File: config.mk
export PLATFORM = sky130hd
export DESIGN_NAME = store_lane_packer
export DESIGN_NICKNAME = d
export VERILOG_FILES = /design/src/rtl/store_lane_packer.sv
export SDC_FILE = /design/constraint.sdc
export NUM_CORES = 1
export LEC_CHECK = 0
export CORE_ASPECT_RATIO = 0.7
export CORE_MARGIN = 3
export CORE_UTILIZATION = 46
export DETAILED_ROUTE_END_ITERATION = 8
export PLACE_DENSITY = 0.86
export SLEW_MARGIN = 20
export SYNTH_ARGS = -nofsm -noshare
export SYNTH_HDL_FRONTEND = slang
export SYNTH_SLANG_ARGS = --single-unit
export TNS_END_PERCENT = 10
File: constraint.sdc
create_clock -name clk -period 4.8 [get_ports clk]
set_input_delay 0.96 -clock clk [delete_from_list [all_inputs] [get_ports clk]]
set_output_delay 0.96 -clock clk [all_outputs]
set_load 0.01 [all_outputs]
File: src/rtl/store_lane_packer.sv
// Store-path lane packer: turns a byte/half/word store into word-aligned bus beats with byte enables.
// Define STORE_SPLIT_EN to split word-straddling stores into two beats; otherwise they are dropped with fmt_err.
module store_lane_packer (
  input  logic        clk,
  input  logic        rst,
  input  logic        req_valid,
  output logic        req_ready,
  input  logic [31:0] req_addr,
  input  logic [31:0] req_wdata,
  input  logic [1:0]  req_size,
  output logic        bus_valid,
  input  logic        bus_ready,
  output logic [31:0] bus_addr,
  output logic [31:0] bus_wdata,
  output logic [3:0]  bus_be,
  output logic        busy,
  output logic        fmt_err
);

  typedef enum logic [1:0] {
    IDLE  = 2'd0,
    BEAT0 = 2'd1
`ifdef STORE_SPLIT_EN
    ,
    BEAT1 = 2'd2
`endif
  } state_t;

  state_t      state_r;
  logic [1:0]  off_s;
  logic [31:0] base_s;
  logic [31:0] val_s;
  logic [3:0]  be_mask_s;
  logic        size_ok_s;
  logic [7:0]  be_full_s;
  logic [31:0] lo_data_s;
  logic        split_need_s;
  logic        good_s;
  logic        last_beat_s;
  logic        accept_s;

`ifdef STORE_SPLIT_EN
  logic        split_r;
  logic [31:0] hi_addr_r;
  logic [31:0] hi_data_r;
  logic [3:0]  hi_be_r;
  logic [31:0] hi_addr_s;
  logic [31:0] hi_data_s;
`endif

  assign off_s  = req_addr[1:0];
  assign base_s = {req_addr[31:2], 2'b00};

  // Select the live bytes of the store value and their unshifted lane mask.
  always_comb begin
    val_s     = 32'd0;
    be_mask_s = 4'b0000;
    size_ok_s = 1'b0;
    case (req_size)
      2'b00: begin
        val_s     = {24'd0, req_wdata[7:0]};
        be_mask_s = 4'b0001;
        size_ok_s = 1'b1;
      end
      2'b01: begin
        val_s     = {16'd0, req_wdata[15:0]};
        be_mask_s = 4'b0011;
        size_ok_s = 1'b1;
      end
      2'b10: begin
        val_s     = req_wdata;
        be_mask_s = 4'b1111;
        size_ok_s = 1'b1;
      end
      default: begin
        val_s     = 32'd0;
        be_mask_s = 4'b0000;
        size_ok_s = 1'b0;
      end
    endcase
  end

  // Upper nibble of the 8-lane enable marks bytes that spill into the next word.
  assign be_full_s    = {4'b0000, be_mask_s} << off_s;
  assign lo_data_s    = val_s << {off_s, 3'b000};
  assign split_need_s = |be_full_s[7:4];

`ifdef STORE_SPLIT_EN
  assign hi_data_s   = val_s >> (6'd32 - {1'b0, off_s, 3'b000});
  assign hi_addr_s   = base_s + 32'd4;
  assign good_s      = size_ok_s;
  assign last_beat_s = ((state_r == BEAT0) && !split_r) || (state_r == BEAT1);
`else
  assign good_s      = size_ok_s && !split_need_s;
  assign last_beat_s = (state_r == BEAT0);
`endif

  assign req_ready = !rst && ((state_r == IDLE) || (last_beat_s && bus_valid && bus_ready));
  assign accept_s  = req_valid && req_ready;

  // Beat sequencer: loads a request on accept, steps to the high beat or retires on handshake.
  always_ff @(posedge clk or posedge rst) begin
    if (rst) begin
      state_r   <= IDLE;
      busy      <= 1'b0;
      bus_valid <= 1'b0;
      bus_addr  <= 32'd0;
      bus_wdata <= 32'd0;
      bus_be    <= 4'b0000;
      fmt_err   <= 1'b0;
`ifdef STORE_SPLIT_EN
      split_r   <= 1'b0;
      hi_addr_r <= 32'd0;
      hi_data_r <= 32'd0;
      hi_be_r   <= 4'b0000;
`endif
    end else begin
      fmt_err <= accept_s && !good_s;
      if (accept_s && good_s) begin
        state_r   <= BEAT0;
        busy      <= 1'b1;
        bus_valid <= 1'b1;
        bus_addr  <= base_s;
        bus_wdata <= lo_data_s;
        bus_be    <= be_full_s[3:0];
`ifdef STORE_SPLIT_EN
        split_r   <= split_need_s;
        hi_addr_r <= hi_addr_s;
        hi_data_r <= hi_data_s;
        hi_be_r   <= be_full_s[7:4];
`endif
      end else if (bus_valid && bus_ready) begin
`ifdef STORE_SPLIT_EN
        if ((state_r == BEAT0) && split_r) begin
          state_r   <= BEAT1;
          bus_addr  <= hi_addr_r;
          bus_wdata <= hi_data_r;
          bus_be    <= hi_be_r;
        end else begin
          state_r   <= IDLE;
          busy      <= 1'b0;
          bus_valid <= 1'b0;
        end
`else
        state_r   <= IDLE;
        busy      <= 1'b0;
        bus_valid <= 1'b0;
`endif
      end
    end
  end

endmodule
==> flow_summary_export.csv <==
group,metric,value,unit
clock_tree,cts-root-buf,"clkbuf_8",
logic_synthesis,synth_top_area_cell,"dfrtp_1",
floorplan,ios,142,
sta,max-slew-margin-rel,29.4,%
drt,drt_iter0_markers,309,
grt,antenna_found_initial,0,
logic_synthesis,synth.distinct_cells,39,
power_and_ir_drop,p_leak,2.11,nW
finish,fill_cells,484,
clock_tree,cts_tree,"built",
sta,setup_viol_count_final,0,
sta,setup-tns-final,0,ps
logic_synthesis,synth_adder_area_share,1.85,%
sta,finClkSkew,11.5,ps
critical_path,reg2reg_depth,5,
grt,grt_pass1_vias,2857,
grt,grt_pass1_wl,15300,µm
power_and_ir_drop,seqPwrFrac,39.1,%
finish,drive_above_1_share,17.6,%
sta,slew_violations,0,
drt,drc_errors,0,
drt,dr.pass1.iters,6,
critical_path,r2r-end,"bus_addr[21]",
critical_path,cp_top_family,"buffers and inverters",
critical_path,max_stage_delay,530,ps
place,gp_congestion,0.873,
drt,totalWireLength,9510,µm
clock_tree,htree_levels,3,
critical_path,start_kind,"input pin",
critical_path,worstPathMaxFanout,35,
floorplan,start_util,48.7,%
grt,grt_start_max_net_pins,39,
logic_synthesis,avgSynthCellArea,11.7,µm²
logic_synthesis,ys.flop_type,"dfrtp_1",
clock_tree,insertion_delay,350,ps
place,port_buffers,139,
logic_synthesis,synthCells,288,
drt,wl_per_cell,18.2,µm
critical_path,critical_path_class,"input pin to flop",
sta,min_period,3490,ps
power_and_ir_drop,internal_power,1.41,mW
critical_path,critical_path.endpoint_type,"flop",
clock_tree,cts.sinks,68,
logic_synthesis,synth_compound_area_share,11.2,%
clock_tree,postCtsHoldBufs,0,
critical_path,r2r_slack,2550,ps
logic_synthesis,synth_mux_area_share,22.7,%
logic_synthesis,yosys_warnings,0,
logic_synthesis,syn_area,3380,µm²
critical_path,r2r_start,"state_r[0]",
logic_synthesis,ys_ff_latch,68,
finish,num_antenna_cells,0,
sta,final.period_utilization,72.8,%
logic_synthesis,synth_top_area_share,50.3,%
sta,fin_hold_ws,506,ps
logic_synthesis,ys_async_sr_fraction,100,%
clock_tree,post_cts_buffers,0,
finish,final_area,5030,µm²
clock_tree,cts_buffers,9,
floorplan,placement_rows,25,
hold_path,whs_path_depth,1,
critical_path,path_buf_inv,3,
sta,clock.fmax,286,MHz
logic_synthesis,yosys.area_share.simple,7.62,%
critical_path,cp.depth,8,
drt,vias_per_cell,5.44,
power_and_ir_drop,pwr-share-comb,31.1,%
power_and_ir_drop,p_per_area,386,nW/µm²
finish,nNetsFinal,497,
finish,regArea,1700,µm²
clock_tree,ctsResizeCount,0,
logic_synthesis,synth_top_family_by_area,"multiplexers",
grt,grt.overflow.total,0,
outcome,outcome,"completed",
finish,area_growth,48.8,%
hold_path,hold_class,"flop to flop",
critical_path,worstPathRequired,5040,ps
logic_synthesis,yosysSeqAreaShare,50.3,%
sta,worst_pin_slew,1050,ps
logic_synthesis,synth_area_leaders,"dfrtp_1 (50%), mux2_2 (14%), mux2i_1 (6.5%), a21oi_1 (2.2%), inv_1 (2.2%)",
hold_path,hold_end,"bus_addr[17]",
critical_path,cpMaxStageDelayCell,"clkdlybuf4s50_1",
power_and_ir_drop,ir_worst_vdd,221,µV
logic_synthesis,synth_xor_area_share,0,%
hold_path,hold_path.startpoint,"bus_addr[17]",
clock_tree,cts_buffer_depth,2,
power_and_ir_drop,swShare,27.4,%
critical_path,worstPathArrival,3730,ps
floorplan,dieHeight,77.7,µm
floorplan,fp.dieW,108,µm
floorplan,placeableCoreArea,6940,µm²
drt,ant_nets,0,
sta,hold_viol,0,
grt,grt_usage,23.7,%
run,cap_violations,0,
power_and_ir_drop,p_switching,532,µW
power_and_ir_drop,p_clk_share,29.7,%
drt,vias,2834,
place,place_area,4790,µm²
floorplan,dieArea,8430,µm²
logic_synthesis,synth_edf_count,0,
place,hpwl,6970,µm
critical_path,crit_path_cell_trace,"clkdlybuf4s50_1 -> inv_1 -> ha_1 -> a21o_1 -> a31oi_1 -> and3_2 -> buf_4 -> mux2_2",
sta,rsz0062_at_grt,"false",
finish,multiInputGateArea,1480,µm²
clock_tree,clk_pin_slew_worst_paths,70,ps
==> power by group through the flow <==
stage / Combinational [mW] / Sequential (mW) / Clock [mW]
floorplan: 0.196 / 0.821 / 0
global placement: 0.595 / 0.766 / 0
detailed placement: 0.608 / 0.770 / 0
CTS: 0.611 / 0.761 / 0.583
global route: 0.648 / 0.776 / 0.613
finish: 0.605 / 0.760 / 0.578
==> worst register-to-register path, stage by stage (launching register included) <==
cell and delay (ps):
dfrtp_1 410, nor2b_1 190, nor3b_2 430, and3_2 290
buf_4 420, mux2_2 410
==> state kept, by name (all words and copies together) (netlist names) <==
name,cells
bus_addr,30
bus_be,4
bus_wdata,32
fmt_err,1
state_r,1
==> placed cells by master, fill, tap and decap left out, drive strengths merged, types with 3 or more instances in the layout <==
master         synthesis  routed
a222oi                 5       5
nand2                 12      12
inv                   20      20
clkbuf                 3      10
o22ai                  3       3
mux2                  47      47
a32oi                  5       5
nor3b                  3       3
clkinv                 0       3
nand3                  3       3
clkdlybuf4s50          0     139
dfrtp                 68      68
a221o                  6       6
a21oi                 15      15
bufinv                 0       3
nor2                  19      19
buf                   18       4
mux2i                 22      22
ha                     5       5
o21ai                  5       5
a31oi                  6       6
==> cell families after synthesis <==
family / count (synthesis)
AOI/OAI and AO/OA: 53
DFF: 68
other: 1
muxes: 69
adders and majority gates: 5
and+or+nand+nor: 51
buffers and inverters: 41
==> layer usage <==
| metal | up-vias | track usage, % | part of all wire, % |
|---|---|---|---|
| met4 | 0 | 7.44 | 1.5 |
| met3 | 15 | 6.40 | 8.7 |
| met5 | - | 0 | 0 |
| met2 | 145 | 36.3 | 47 |
| li1 | 1301 | - | - |
| met1 | 1373 | 32.8 | 43 |
==> synthesized netlist by cell type (2+ instances only) <==
cell	number
mux2_4	5
buf_4	6
a31oi_1	6
inv_1	20
nor3b_1	2
a222oi_1	5
mux2i_1	22
o21ai_0	5
nand2b_1	2
a21o_1	2
or2_2	2
nor2_1	19
a32oi_1	5
a21oi_1	15
ha_1	5
a32o_1	2
a221o_1	6
nor2b_1	2
nor3_1	2
o21a_1	2
nand3_1	3
buf_2	8
clkbuf_1	3
nand2_1	12
o22ai_1	3
mux2_2	42
buf_6	3
dfrtp_1	68
==> through the flow <==
step / instances / worst slack, ps / power [mW] / util, %
floorplan: 289 / 1980 / 1.02 / -
global placement: 505 / 1140 / 1.36 / 69.0
detailed placement: 505 / 988 / 1.38 / 69.0
CTS: 521 / 1360 / 1.96 / 72.5
global route: 521 / 1180 / 2.04 / 72.5
finish: 521 / 1310 / 1.94 / 72.5
==> how the worst max path moves through the flow <==
stage,startpoint,end
after detailed placement,req_size[0],bus_addr[21]
after global placement,req_size[0],bus_addr[29]
after floorplan,req_size[0],bus_addr[10]
final,req_size[0],bus_addr[21]
after CTS,req_size[0],bus_addr[21]
after global routing,req_size[0],bus_addr[21]
==> cell type report <==
cell class / instances / area share, %
clock buffers: 10 / 2.54
flip-flops and latches: 68 / 33.8
well taps: 94 / 2.34
multi-input cells: 180 / 29.3
clock inverters: 6 / 2.24
repair buffers: 143 / 28.3
inverters: 20 / 1.49
(Power assumes the default switching activity.)
